===== src/rtl/hex_scan_display.sv =====
// Multiplexed hex display driver: captures a DIGITS-nibble value and scans it onto
// active-low segment/anode outputs. Leading-zero blanking is built only with HEX_SCAN_LZB_EN.
module hex_scan_display #(
    parameter int DIGITS   = 4,
    parameter int SCAN_DIV = 4
) (
    input  logic                  clk,
    input  logic                  clr,
    input  logic                  en,
    input  logic                  load,
    input  logic [4*DIGITS-1:0]   data,
    input  logic                  blank_lz,
    output logic                  ack,
    output logic [6:0]            seg,
    output logic [DIGITS-1:0]     an
);

    localparam int PW = (SCAN_DIV > 1) ? $clog2(SCAN_DIV) : 1;
    localparam int IW = (DIGITS > 1) ? $clog2(DIGITS) : 1;
    localparam logic [PW-1:0] PRESC_LAST = PW'(SCAN_DIV - 1);
    localparam logic [IW-1:0] IDX_LAST   = IW'(DIGITS - 1);
    localparam logic [6:0]    SEG_OFF    = 7'h7F;

    logic [DIGITS-1:0][3:0] shadow;
    logic [PW-1:0]          presc;
    logic [IW-1:0]          idx;

    logic [3:0]             cur_nib;
    logic [6:0]             cur_seg;
    logic                   cur_blank;
    logic                   presc_tc;
    logic [DIGITS-1:0]      an_sel;

    function automatic logic [6:0] hex_to_seg(input logic [3:0] nib);
        case (nib)
            4'h0: hex_to_seg = 7'h40;
            4'h1: hex_to_seg = 7'h79;
            4'h2: hex_to_seg = 7'h24;
            4'h3: hex_to_seg = 7'h30;
            4'h4: hex_to_seg = 7'h19;
            4'h5: hex_to_seg = 7'h12;
            4'h6: hex_to_seg = 7'h02;
            4'h7: hex_to_seg = 7'h78;
            4'h8: hex_to_seg = 7'h00;
            4'h9: hex_to_seg = 7'h10;
            4'hA: hex_to_seg = 7'h08;
            4'hB: hex_to_seg = 7'h03;
            4'hC: hex_to_seg = 7'h46;
            4'hD: hex_to_seg = 7'h21;
            4'hE: hex_to_seg = 7'h06;
            default: hex_to_seg = 7'h0E;
        endcase
    endfunction

    always_comb begin
        cur_nib  = shadow[idx];
        cur_seg  = hex_to_seg(cur_nib);
        presc_tc = (presc == PRESC_LAST);
        an_sel   = DIGITS'(1) << idx;
    end

`ifdef HEX_SCAN_LZB_EN
    logic [DIGITS-1:0] lz_mask;
    logic              zero_run;

    // NOTE: zero_run is a combinational running flag, so blocking '=' with a default
    // assigned first; this keeps the loop ordered and infers no latch.
    always_comb begin
        lz_mask  = '0;
        zero_run = 1'b1;
        for (int i = DIGITS - 1; i > 0; i--) begin
            zero_run   = zero_run & (shadow[i] == 4'h0);
            lz_mask[i] = blank_lz & zero_run;
        end
    end

    assign cur_blank = lz_mask[idx];
`else
    logic unused_blank_lz;
    assign unused_blank_lz = blank_lz;
    assign cur_blank       = 1'b0;
`endif

    // Outputs are computed from the pre-edge index and shadow, so they trail both by one cycle.
    // NOTE: all state here uses non-blocking '<=' so every register samples pre-edge values.
    always_ff @(posedge clk) begin
        if (clr) begin
            shadow <= '0;
            presc  <= '0;
            idx    <= '0;
            ack    <= 1'b0;
            seg    <= SEG_OFF;
            an     <= '1;
        end else begin
            ack <= load;
            if (load) begin
                shadow <= data;
            end
            if (en) begin
                if (presc_tc) begin
                    presc <= '0;
                    idx   <= (idx == IDX_LAST) ? '0 : idx + 1'b1;
                end else begin
                    presc <= presc + 1'b1;
                end
                seg <= cur_blank ? SEG_OFF : cur_seg;
                an  <= cur_blank ? '1 : ~an_sel;
            end else begin
                seg <= SEG_OFF;
                an  <= '1;
            end
        end
    end

endmodule


===== config.mk =====
export PLATFORM = sky130hd
export DESIGN_NAME = hex_scan_display
export DESIGN_NICKNAME = d
export VERILOG_FILES = /design/src/rtl/hex_scan_display.sv
export SDC_FILE = /design/constraint.sdc
export NUM_CORES = 1
export LEC_CHECK = 0
export BUFFER_PORTS_ARGS = -buffer_cell sky130_fd_sc_hd__buf_2
export CORE_MARGIN = 8
export CORE_UTILIZATION = 55
export DETAILED_ROUTE_END_ITERATION = 8
export PLACE_DENSITY = 0.84
export SKIP_CTS_REPAIR_TIMING = 1
export SLEW_MARGIN = 20
export SYNTH_ARGS = -nofsm -noshare
export SYNTH_HDL_FRONTEND = slang
export SYNTH_SLANG_ARGS = --single-unit

===== constraint.sdc =====
create_clock -name clk -period 4.3 [get_ports clk]
set_input_delay 0.43 -clock clk [delete_from_list [all_inputs] [get_ports clk]]
set_output_delay 0.43 -clock clk [all_outputs]
set_load 0.01 [all_outputs]

# Yosys cells after proc, flatten, opt, wreduce, memory -nomap -nowiden
# Memories as Yosys holds them, arrays and structs flattened. A register that Yosys moved wholly into a read port is not among the register bits.
# Cells that the tools add are included.
[word_totals] register_bits=25 latch_bits=0 mem_bits_rw=0 mem_bits_ro=112 elab_cells=23 mem_count=1
[mem_list] name="(name not given)" depth=16 word_bits=7 read_ports=1 rd_clocked_by_memory_dff=1 wr=0 line="35" source="case (nib)"
[classes] addsub=2 multipliers=0 div=0 order_cmp=1 n_eq_ne=2 n_shift=1 muxes=4 bitwise=2 n_reduce_logical=2
[ops] operator="4-bit binary-select mux with 2-bit select" n=1
[ops] operator="2-bit by 1-bit adder with 2-bit output, second input constant" n=2
[ops] operator="2-bit equality test, second input constant" n=2
[ops] operator="2-bit 2-to-1 mux" n=2
[ops] operator="4-bit 2-to-1 mux" n=1
[ops] operator="4-bit inverter" n=1
[ops] operator="1-bit by 2-bit left shift with 4-bit output, first input constant" n=1
[ops] operator="2-bit by 3-bit less-than comparator with 1-bit output, second input constant" n=1
[ops] operator="2-bit AND reduction" n=1
[ops] operator="2-bit OR reduction" n=1
[ops] operator="1-bit inverter" n=1

# Longest topological paths before layout
# Gate-level depths: netlist of the first run.
[depth] depth_word=2 depth_mapped=7

# Least setup slack after synthesis of the first run
# No wires, ideal clock.
[synth_path] kind="register to register" start="register idx[0]" end="register seg[3]" arrival_ns=1.792 path_slack_ns=2.376 path_stages_with_launch=7 n_path_buf=1 synth_period_minus_slack_ns=1.924 path_cell_list="dfxtp_1 -> buf_6 -> mux4_1 -> ha_1 -> or2_0 -> a21oi_1 -> o21ai_1"
[synth_between] elab_chain_len=2
[synth_rtl] item="start: declaration" line="26" source="logic [IW-1:0] idx;"
[synth_rtl] item="start signal: assignment" line="102" source="idx <= (idx == IDX_LAST) ? '0 : idx + 1'b1;"
[synth_rtl] item="4-bit binary-select mux with 2-bit select" line="56" source="cur_nib = shadow[idx];"
[synth_rtl] item="4-bit 2-to-1 mux (not written as such)" line="56"
[synth_rtl] item="end: declaration" line="14" source="output logic [6:0] seg,"
# No other way between the ends. The select of a mux whose other input is x is not followed.
# A chain may end at the register's enable or synchronous reset.

# Worst setup path after layout of the first run
# Ends and elaborated chain as after synthesis.

==> flow_summary.json, run 1 <==
{
  "run_status": "completed",
  "row_count": 18,
  "synth_compound_area_share_pct": 6.23,
  "fin_ws_ns": 2.09,
  "port_buffers": 31,
  "h-tree-depth": 2,
  "synthSimpleGateAreaFrac_pct": 12.3,
  "clkTransAtPathRegs_ns": 0.10,
  "r2r_start": "idx[0]",
  "grt_antenna_before_repair": 0,
  "postRouteAntennaNets": 0,
  "period_minus_slack_ns": 2.21,
  "diodes": 0,
  "synthMostInstantiatedCell": "dfxtp_1",
  "power_density_nw_per_um2": 350,
  "synth_warnings": 0,
  "drt-wirelength-per-cell_um": 14.1,
  "drc": 0,
  "postSynthCellCount": 136,
  "core_area_um2": 2480,
  "ys_ff_latch": 32,
  "synth-edff-count": 0,
  "synth_top_family_by_area": "multiplexers",
  "die_area_um2": 4480,
  "cap_viol_max_count": 0,
  "design_area_um2": 1630,
  "synth_common_cells": "dfxtp_1, nor2_1, mux2i_1",
  "first_iter_violations": 19,
  "cts_root_buf": "clkbuf_4",
  "fp.dieW_um": 66.9,
  "synthMuxAreaShare_pct": 22.3,
  "grt_usage_pct": 13.6,
  "timing.critical_path.from": "idx[0]",
  "overflow": 0,
  "io_pins": 33,
  "dr_total_vias": 1036,
  "area_growth_pct": 14.5,
  "synth.distinct_cells": 26,
  "cts_buffers": 5,
  "globalplace.congestion": 0.807,
  "grt_max_degree": 23,
  "syn_avg_cell_area_um2": 10.5,
  "clock_latency_ns": 0.34,
  "drt_wl_total_um": 2780,
  "finalCritPeriodShare_pct": 51.4,
  "synth_area_um2": 1430,
  "pre_cts_ws_ns": 2.12,
  "placed_area_um2": 1570,
  "first_pass_iters": 4,
  "peakVddDrop_uv": 303,
  "layout-drive-gt1-share_pct": 26.3,
  "numClockSinks": 32,
  "rsz0062_at_grt": "false",
  "start_util_pct": 57.6,
  "syn-num-nets": 168,
  "setup.worst_path.start_class": "register",
  "min_path_type": "input port to register",
  "tns_ns": 0,
  "crit_fanout": 9,
  "synth.largest_area_cell": "dfxtp_1",
  "fin_worst_skew_ns": 0.00615,
  "hp-start": "data[2]",
  "worstPathArrival_ns": 2.41,
  "critPathKind": "register to register",
  "post-dp-hpwl_um": 2130,
  "cts_buffer_depth": 2,
  "fin_util_pct": 65.9,
  "vias_per_cell": 5.26,
  "maxSlewViolCount": 0,
  "synth_fa_ha_area_share_pct": 9.65,
  "nets": 198,
  "setup_viol": 0,
  "die_y_um": 66.9,
  "cts_tree": "yes",
  "ys_seq_area_share_pct": 44.9,
  "max_slew_margin_pct": 53.7,
  "max_freq_mhz": 452,
  "synth_top_area_share_pct": 44.9,
  "synth-async-reset-ratio_pct": 0,
  "grt_pass1_vias": 1049,
  "leakagePower_nw": 0.739,
  "fill_cells": 206,
  "yosys-top-cells-area": "dfxtp_1, mux2i_1, ha_1, nor2_1, mux4_1",
  "grt_pass1_wl_um": 4600,
  "synth_xor_area_share_pct": 0,
  "cp.required_ns": 4.50,
  "synthFlopType": "dfxtp_1",
  "final-hold-violation-count": 0,
  "max_slew.worst_pin.slew_ns": 0.693,
  "worstSetupEndpointType": "register"
}
-- cell families after synthesis --
group | Yosys count
buf+inv | 13
compound gates | 13
flops | 32
fa+ha+maj | 11
mux | 25
simple gates | 42
-- worst max-delay path, stage by stage, from the launching register on --
cell and delay (ns):
dfxtp_1 0.57, mux4_1 0.73, ha_1 0.31, or2_0 0.24
a21oi_1 0.15, o21ai_1 0.07
-- path summary, 6_finish.rpt --
| check | to | slack, ns | depth (start not counted) |
|---|---|---|---|
| max | seg[3] | 2.09 | 5 |
| min | shadow[2] | 0.32 | 3 |
| max reg2reg | seg[3] | 2.09 | 5 |
| min reg2reg | shadow[0] | 0.50 | 2 |
-- layer usage --
layer	vias to the layer above	track usage [%]	wire length, µm
met5	-	0	0
met4	0	9.40	74
met3	8	5.03	199
met2	30	22.7	1420
met1	474	13.9	1090
li1	524	-	-
-- per-stage QoR --
step	std cells	power, mW	hold slack (ns)
final	197	0.571	0.323
after CTS	197	0.580	0.308
after detailed placement	189	0.400	0.480
after global placement	189	0.393	0.463
after global routing	197	0.601	0.318
after floorplan	136	0.376	0.451
-- registers in the layout, indices dropped and copies added (netlist names) --
name	cells
an	4
idx	2
shadow	16
ack	1
presc	2
seg	7
-- cell usage in the layout (no fill, tap or decap), drive strengths merged, types with 4 or more instances in the layout --
cell	netlist	layout
nand2	12	12
nor2	21	21
dfxtp	32	32
buf	5	31
mux2i	19	19
inv	5	5
clkbuf	3	6
a21oi	4	4
mux4	4	4
ha	11	11
-- final cells by class --
type,instances,area [µm²],area share (%)
clock buffers,6,51.3,3.14
multi-input cells,91,719,44.1
flip-flops and latches,32,641,39.2
inverters,5,18.8,1.15
repair buffers,31,155,9.50
well taps,30,37.5,2.30
clock inverters,2,10.0,0.613
-- power by group --
part / switching, mW / internal, mW
clock network: 0.101 / 0.0776
registers: 0.00725 / 0.312
logic: 0.0384 / 0.0344
No activity file was read; power rests on OpenSTA's default activity.
==> run 2, diff against run 1 <==
--- a/config.mk
+++ b/config.mk
@@ -5,11 +5,12 @@
 export SDC_FILE = /design/constraint.sdc
 export NUM_CORES = 1
 export LEC_CHECK = 0
+export ABC_AREA = 1
 export BUFFER_PORTS_ARGS = -buffer_cell sky130_fd_sc_hd__buf_2
 export CORE_MARGIN = 8
-export CORE_UTILIZATION = 55
+export CORE_UTILIZATION = 53
 export DETAILED_ROUTE_END_ITERATION = 8
-export PLACE_DENSITY = 0.84
+export PLACE_DENSITY = 0.81
 export SKIP_CTS_REPAIR_TIMING = 1
 export SLEW_MARGIN = 20
 export SYNTH_ARGS = -nofsm -noshare
==> constraint.sdc (replaced) <==
create_clock -name clk -period 2.19 [get_ports clk]
set_input_delay 0.219 -clock clk [delete_from_list [all_inputs] [get_ports clk]]
set_output_delay 0.219 -clock clk [all_outputs]
set_load 0.01 [all_outputs]
==> run 2 against run 1 <==
Compared with the run above: power rose by 110%; area after synthesis up 6.8%; synthesized cell count up 42%; hold slack worse by 0.22 ns; flip-flop and latch count unchanged; critical path depth is 5 higher; die area grew 8.2%; first-iteration DRC count increased to 3.0 times the previous value; combinational power rose to 2.8 times the previous value; clock power up 96%; register-to-register slack worse by 1.7 ns.
==> flow_summary.json, run 2 <==
{
  "run_status": "completed",
  "endpoint": "seg[6]",
  "reg2reg_depth": 10,
  "fin_ws_ns": 0.395,
  "area_growth_pct": 16.1,
  "syn_avg_cell_area_um2": 7.90,
  "synth_top_area_share_pct": 42.0,
  "clock_latency_ns": 0.33,
  "leakagePower_nw": 0.816,
  "synth-edff-count": 0,
  "ys_seq_area_share_pct": 42.0,
  "start_util_pct": 55.7,
  "pwr-share-comb_pct": 17.3,
  "placed_area_um2": 1710,
  "max_slew_margin_pct": 68.7,
  "cts_buffer_depth": 2,
  "fin_util_pct": 64.7,
  "synthMostInstantiatedCell": "nand2_1",
  "fin_worst_skew_ns": 0.00757,
  "design_area_um2": 1770,
  "synth_area_um2": 1520,
  "synthMuxAreaShare_pct": 0,
  "final-hold-violation-count": 0,
  "tns_ns": 0,
  "timing.critical_path.from": "idx[0]",
  "synthSimpleGateAreaFrac_pct": 34.8,
  "r2r_slack_ns": 0.39,
  "syn-num-nets": 225,
  "setup_viol": 0,
  "nets": 261,
  "synth.distinct_cells": 24,
  "io_pins": 33,
  "drt-wirelength-per-cell_um": 11.2,
  "cts_root_buf": "clkbuf_4",
  "globalplace.congestion": 0.842,
  "pre_cts_ws_ns": 0.438,
  "r2r_start": "idx[0]",
  "numClockSinks": 32,
  "stdcell_count": 261,
  "period_minus_slack_ns": 1.80,
  "post-dp-hpwl_um": 2130,
  "clkTransAtPathRegs_ns": 0.10,
  "layout-drive-gt1-share_pct": 25.7,
  "regMostFlops": "shadow",
  "grt_max_degree": 20,
  "cp.required_ns": 2.40,
  "power_density_nw_per_um2": 676,
  "cap_viol_max_count": 0,
  "h-tree-depth": 2,
  "yosys-top-cells-area": "dfxtp_1, nand2_1, nor2_1, ha_1, o21ai_0",
  "worstSetupEndpointType": "register",
  "fp.dieW_um": 69.6,
  "synth_xor_area_share_pct": 0,
  "grt_antenna_before_repair": 0,
  "die_y_um": 69.6,
  "port_buffers": 31,
  "postRouteAntennaNets": 0,
  "setup.worst_path.start_class": "register",
  "first_pass_iters": 4,
  "hold_ws_ns": 0.101,
  "seq_power_share_pct": 53.3,
  "power.total_mw": 1.20,
  "grt_usage_pct": 13.4,
  "crit_fanout": 11,
  "drc": 0,
  "synth_common_cells": "nand2_1, nor2_1, dfxtp_1",
  "top_regs": "shadow x16, seg x7, an x4",
  "placed_cells": 253,
  "dr_total_vias": 1316,
  "core_area_um2": 2730,
  "grt_pass1_wl_um": 5370,
  "postSynthCellCount": 193,
  "synth-async-reset-ratio_pct": 0,
  "synth_compound_area_share_pct": 8.95,
  "cts_buffers": 5,
  "finalCritPeriodShare_pct": 82.0,
  "drt_wl_total_um": 2930,
  "row_count": 19,
  "cts_tree": "yes",
  "ys_ff_latch": 32,
  "min_path_type": "input port to register",
  "die_area_um2": 4850,
  "peakVddDrop_uv": 593,
  "overflow": 0,
  "netSwitchingPower_mw": 0.336,
  "synth.largest_area_cell": "dfxtp_1",
  "vias_per_cell": 5.04,
  "max_slew.worst_pin.slew_ns": 0.468,
  "maxSlewViolCount": 0,
  "grt_pass1_vias": 1305,
  "max_freq_mhz": 557,
  "synth_warnings": 0,
  "final_common_cell": "nand2_1",
  "synth_fa_ha_area_share_pct": 9.03,
  "largest_reg_flops": 16,
  "p_clk_share_pct": 29.4,
  "switching_share_pct": 28.1,
  "mostFrequentLayoutCells": "nand2_1, nor2_1, dfxtp_1",
  "rsz0062_at_grt": "false",
  "synthFlopType": "dfxtp_1",
  "intPower_mw": 0.859,
  "worstPathArrival_ns": 2.01,
  "diodes": 0,
  "synth_top_family_by_area": "simple AND/OR/NAND/NOR gates",
  "critPathKind": "register to register",
  "first_iter_violations": 57,
  "regToRegEndpoint": "seg[6]"
}
## run 2: worst min-delay path by stage
| stage | startpoint | end | slack [ns] | cells past startpoint |
|---|---|---|---|---|
| after CTS | data[3] | shadow[3] | 0.09 | 3 |
| after detailed placement | data[3] | shadow[3] | 0.45 | 3 |
| after floorplan | clr | ack | 0.29 | 1 |
| final | clr | presc[0] | 0.10 | 2 |
| after global placement | data[7] | shadow[7] | 0.44 | 3 |
| after global routing | clr | ack | 0.09 | 2 |
## run 2: kinds of logic (layout without fill, tap and decap cells)
logic type,Yosys count,count (layout)
adder cells (fa/ha/maj),11,11
AO/OA/AOI/OAI,26,26
flip-flops,32,32
buffers and inverters,15,52
AND/OR/NAND/NOR,109,109
## run 2: worst max-delay path, stage by stage (launching register included)
cell and delay (ns):
dfxtp_1 0.62, inv_8 0.10, nand2_1 0.08, nand3_1 0.06, nand2_1 0.21, inv_1 0.11, ha_1 0.22, nand3_2 0.10
nand2_1 0.06, nand2_1 0.05, nand3_1 0.06
## run 2: cell type report
class | count | area, µm²
fill | 241 | 965
multi-input combinational | 146 | 805
sequential | 32 | 641
timing repair buffer | 33 | 170
clock buffer | 8 | 58.8
inverter | 11 | 56.3
tap | 31 | 38.8
## run 2: power groups by stage
| stage | clock network [mW] | registers, mW | logic (mW) |
|---|---|---|---|
| after CTS | 0.362 | 0.638 | 0.208 |
| final | 0.351 | 0.637 | 0.207 |
| after detailed placement | 0 | 0.651 | 0.207 |
| after global placement | 0 | 0.650 | 0.203 |
| after floorplan | 0 | 0.654 | 0.142 |
| after global routing | 0.394 | 0.642 | 0.237 |
## run 2: layer usage
layer	part of all wire, %	vias to the layer above	global-route usage, %
met5	0	-	0
met2	46	36	21.9
met3	6.1	4	6.15
met4	1.5	0	6.03
li1	-	698	-
met1	46	578	14.4
==> run 3, diff against run 2 <==
==> constraint.sdc (replaced) <==
create_clock -name clk -period 1.7 [get_ports clk]
set_input_delay 0.17 -clock clk [delete_from_list [all_inputs] [get_ports clk]]
set_output_delay 0.17 -clock clk [all_outputs]
set_load 0.01 [all_outputs]
==> run 3 against run 2 <==
Compared with the run above: sequential power grew 29%; hold slack got worse by 0.053 ns; via count rose by 0.99%; register-to-register slack got worse by 0.23 ns; global-route usage is 1.3 points lower; critical path type unchanged; largest power group unchanged.
==> flow_summary.json, run 3 (synthesis results as in run 2) <==
{
  "run_status": "completed",
  "cts_buffer_depth": 2,
  "tns_ns": 0,
  "overflow": 0,
  "placed_cells": 256,
  "clkTransAtPathRegs_ns": 0.10,
  "die_y_um": 69.6,
  "hold_ws_ns": 0.0473,
  "path_common_cell": "nand2_1",
  "r2r_slack_ns": 0.16,
  "finalCritPeriodShare_pct": 90.4,
  "slowest_stage": "dfxtp_2",
  "grt_pass1_wl_um": 4930,
  "row_count": 19,
  "start_util_pct": 55.7,
  "cts_root_buf": "clkbuf_4",
  "io_pins": 33,
  "drc": 0,
  "largest_reg_flops": 16,
  "postRouteAntennaNets": 0,
  "drt-wirelength-per-cell_um": 11.4,
  "fin_worst_skew_ns": 0.00704,
  "area_growth_pct": 19.0,
  "port_buffers": 31,
  "placed_area_um2": 1750,
  "max_freq_mhz": 651,
  "stdcell_count": 263,
  "power_density_nw_per_um2": 867,
  "dr_total_vias": 1329,
  "fin_ws_ns": 0.163,
  "setup.worst_path.start_class": "register",
  "max_slew.worst_pin.slew_ns": 0.419,
  "critPathKind": "register to register",
  "crit_fanout": 9,
  "design_area_um2": 1810,
  "mostFrequentLayoutCells": "nand2_1, nor2_1, dfxtp_1, buf_2, o21ai_0",
  "h-tree-depth": 2,
  "regMostFlops": "shadow",
  "power.total_mw": 1.57,
  "numClockSinks": 32,
  "nets": 264,
  "drt_wl_total_um": 3000,
  "grt_usage_pct": 12.1,
  "layout-drive-gt1-share_pct": 28.0,
  "leakagePower_nw": 0.838,
  "min_path_type": "input port to register",
  "core_area_um2": 2730,
  "pre_cts_ws_ns": 0.129,
  "period_minus_slack_ns": 1.54,
  "peakVddDrop_uv": 713,
  "globalplace.congestion": 0.838,
  "clock_latency_ns": 0.33,
  "max_slew_margin_pct": 72.0,
  "diodes": 0,
  "first_pass_iters": 4,
  "fin_util_pct": 66.4,
  "first_iter_violations": 71,
  "critPathBufInv": 4,
  "final-hold-violation-count": 0,
  "die_area_um2": 4850,
  "cts_buffers": 5,
  "cp_top_family": "flip-flops",
  "setup_viol": 0,
  "worstSetupEndpointType": "register",
  "fp.dieW_um": 69.6,
  "rsz0062_at_grt": "false",
  "worstPathCellList": "buf_12 > inv_8 > nand2_1 > nand3_1 > nand2_2 > inv_2 > ha_1 > inv_1 > nor2_2 > a21oi_2 > nand2_1",
  "grt_max_degree": 20,
  "grt_pass1_vias": 1189,
  "top_regs": "shadow x16, seg x7, an x4",
  "cts_tree": "yes",
  "vias_per_cell": 5.05,
  "cap_viol_max_count": 0,
  "cp.required_ns": 1.92,
  "worstPathArrival_ns": 1.76,
  "max_stage_delay_ns": 0.37,
  "grt_antenna_before_repair": 0,
  "maxSlewViolCount": 0,
  "post-dp-hpwl_um": 2190
}
run 3: changes by cell type in the layout (fill, tap and decap cells not counted):
cell | previous run | this run
buf_4 | 2 | 4
clkbuf_1 | 2 | 0
buf_12 | 0 | 1
clkbuf_8 | 1 | 2
dfxtp_1 | 32 | 31
dfxtp_2 | 0 | 1
nand2_1 | 39 | 38
nand2_2 | 4 | 5
run 3: final timing paths:
| kind | startpoint | end | cells past startpoint |
|---|---|---|---|
| setup / recovery | idx[0] | seg[5] | 11 |
| hold / removal | clr | presc[0] | 2 |
| setup reg to reg | idx[0] | seg[5] | 11 |
| hold reg to reg | presc[0] | presc[0] | 1 |
run 3: report_power, final:
part,total (mW),switching (mW),internal [mW]
Sequential,0.819,0.0205,0.798
Combinational,0.276,0.166,0.110
Clock,0.478,0.244,0.234
run 3: worst register-to-register path, delay by kind of cell (launching register included):
family                   cells  cell delay [ns]
AO/OA/AOI/OAI                1             0.12
adder cells (fa/ha/maj)      1             0.23
buffers and inverters        4             0.33
flip-flops                   1             0.37
AND/OR/NAND/NOR              5             0.38
run 3: final cells by class:
cell class | count | area, µm²
fillers | 245 | 920
flip-flops and latches | 32 | 642
repair buffers | 36 | 205
well taps | 31 | 38.8
multi-input cells | 146 | 807
clock buffers | 7 | 65.1
inverters | 11 | 56.3
run 3: metal layers:
metal	track usage [%]	part of all wire, %	vias to the layer above
met5	0	0	-
met4	6.03	1.5	0
met3	4.43	5.6	7
met2	19.8	47	33
met1	13.4	46	590
li1	-	-	699
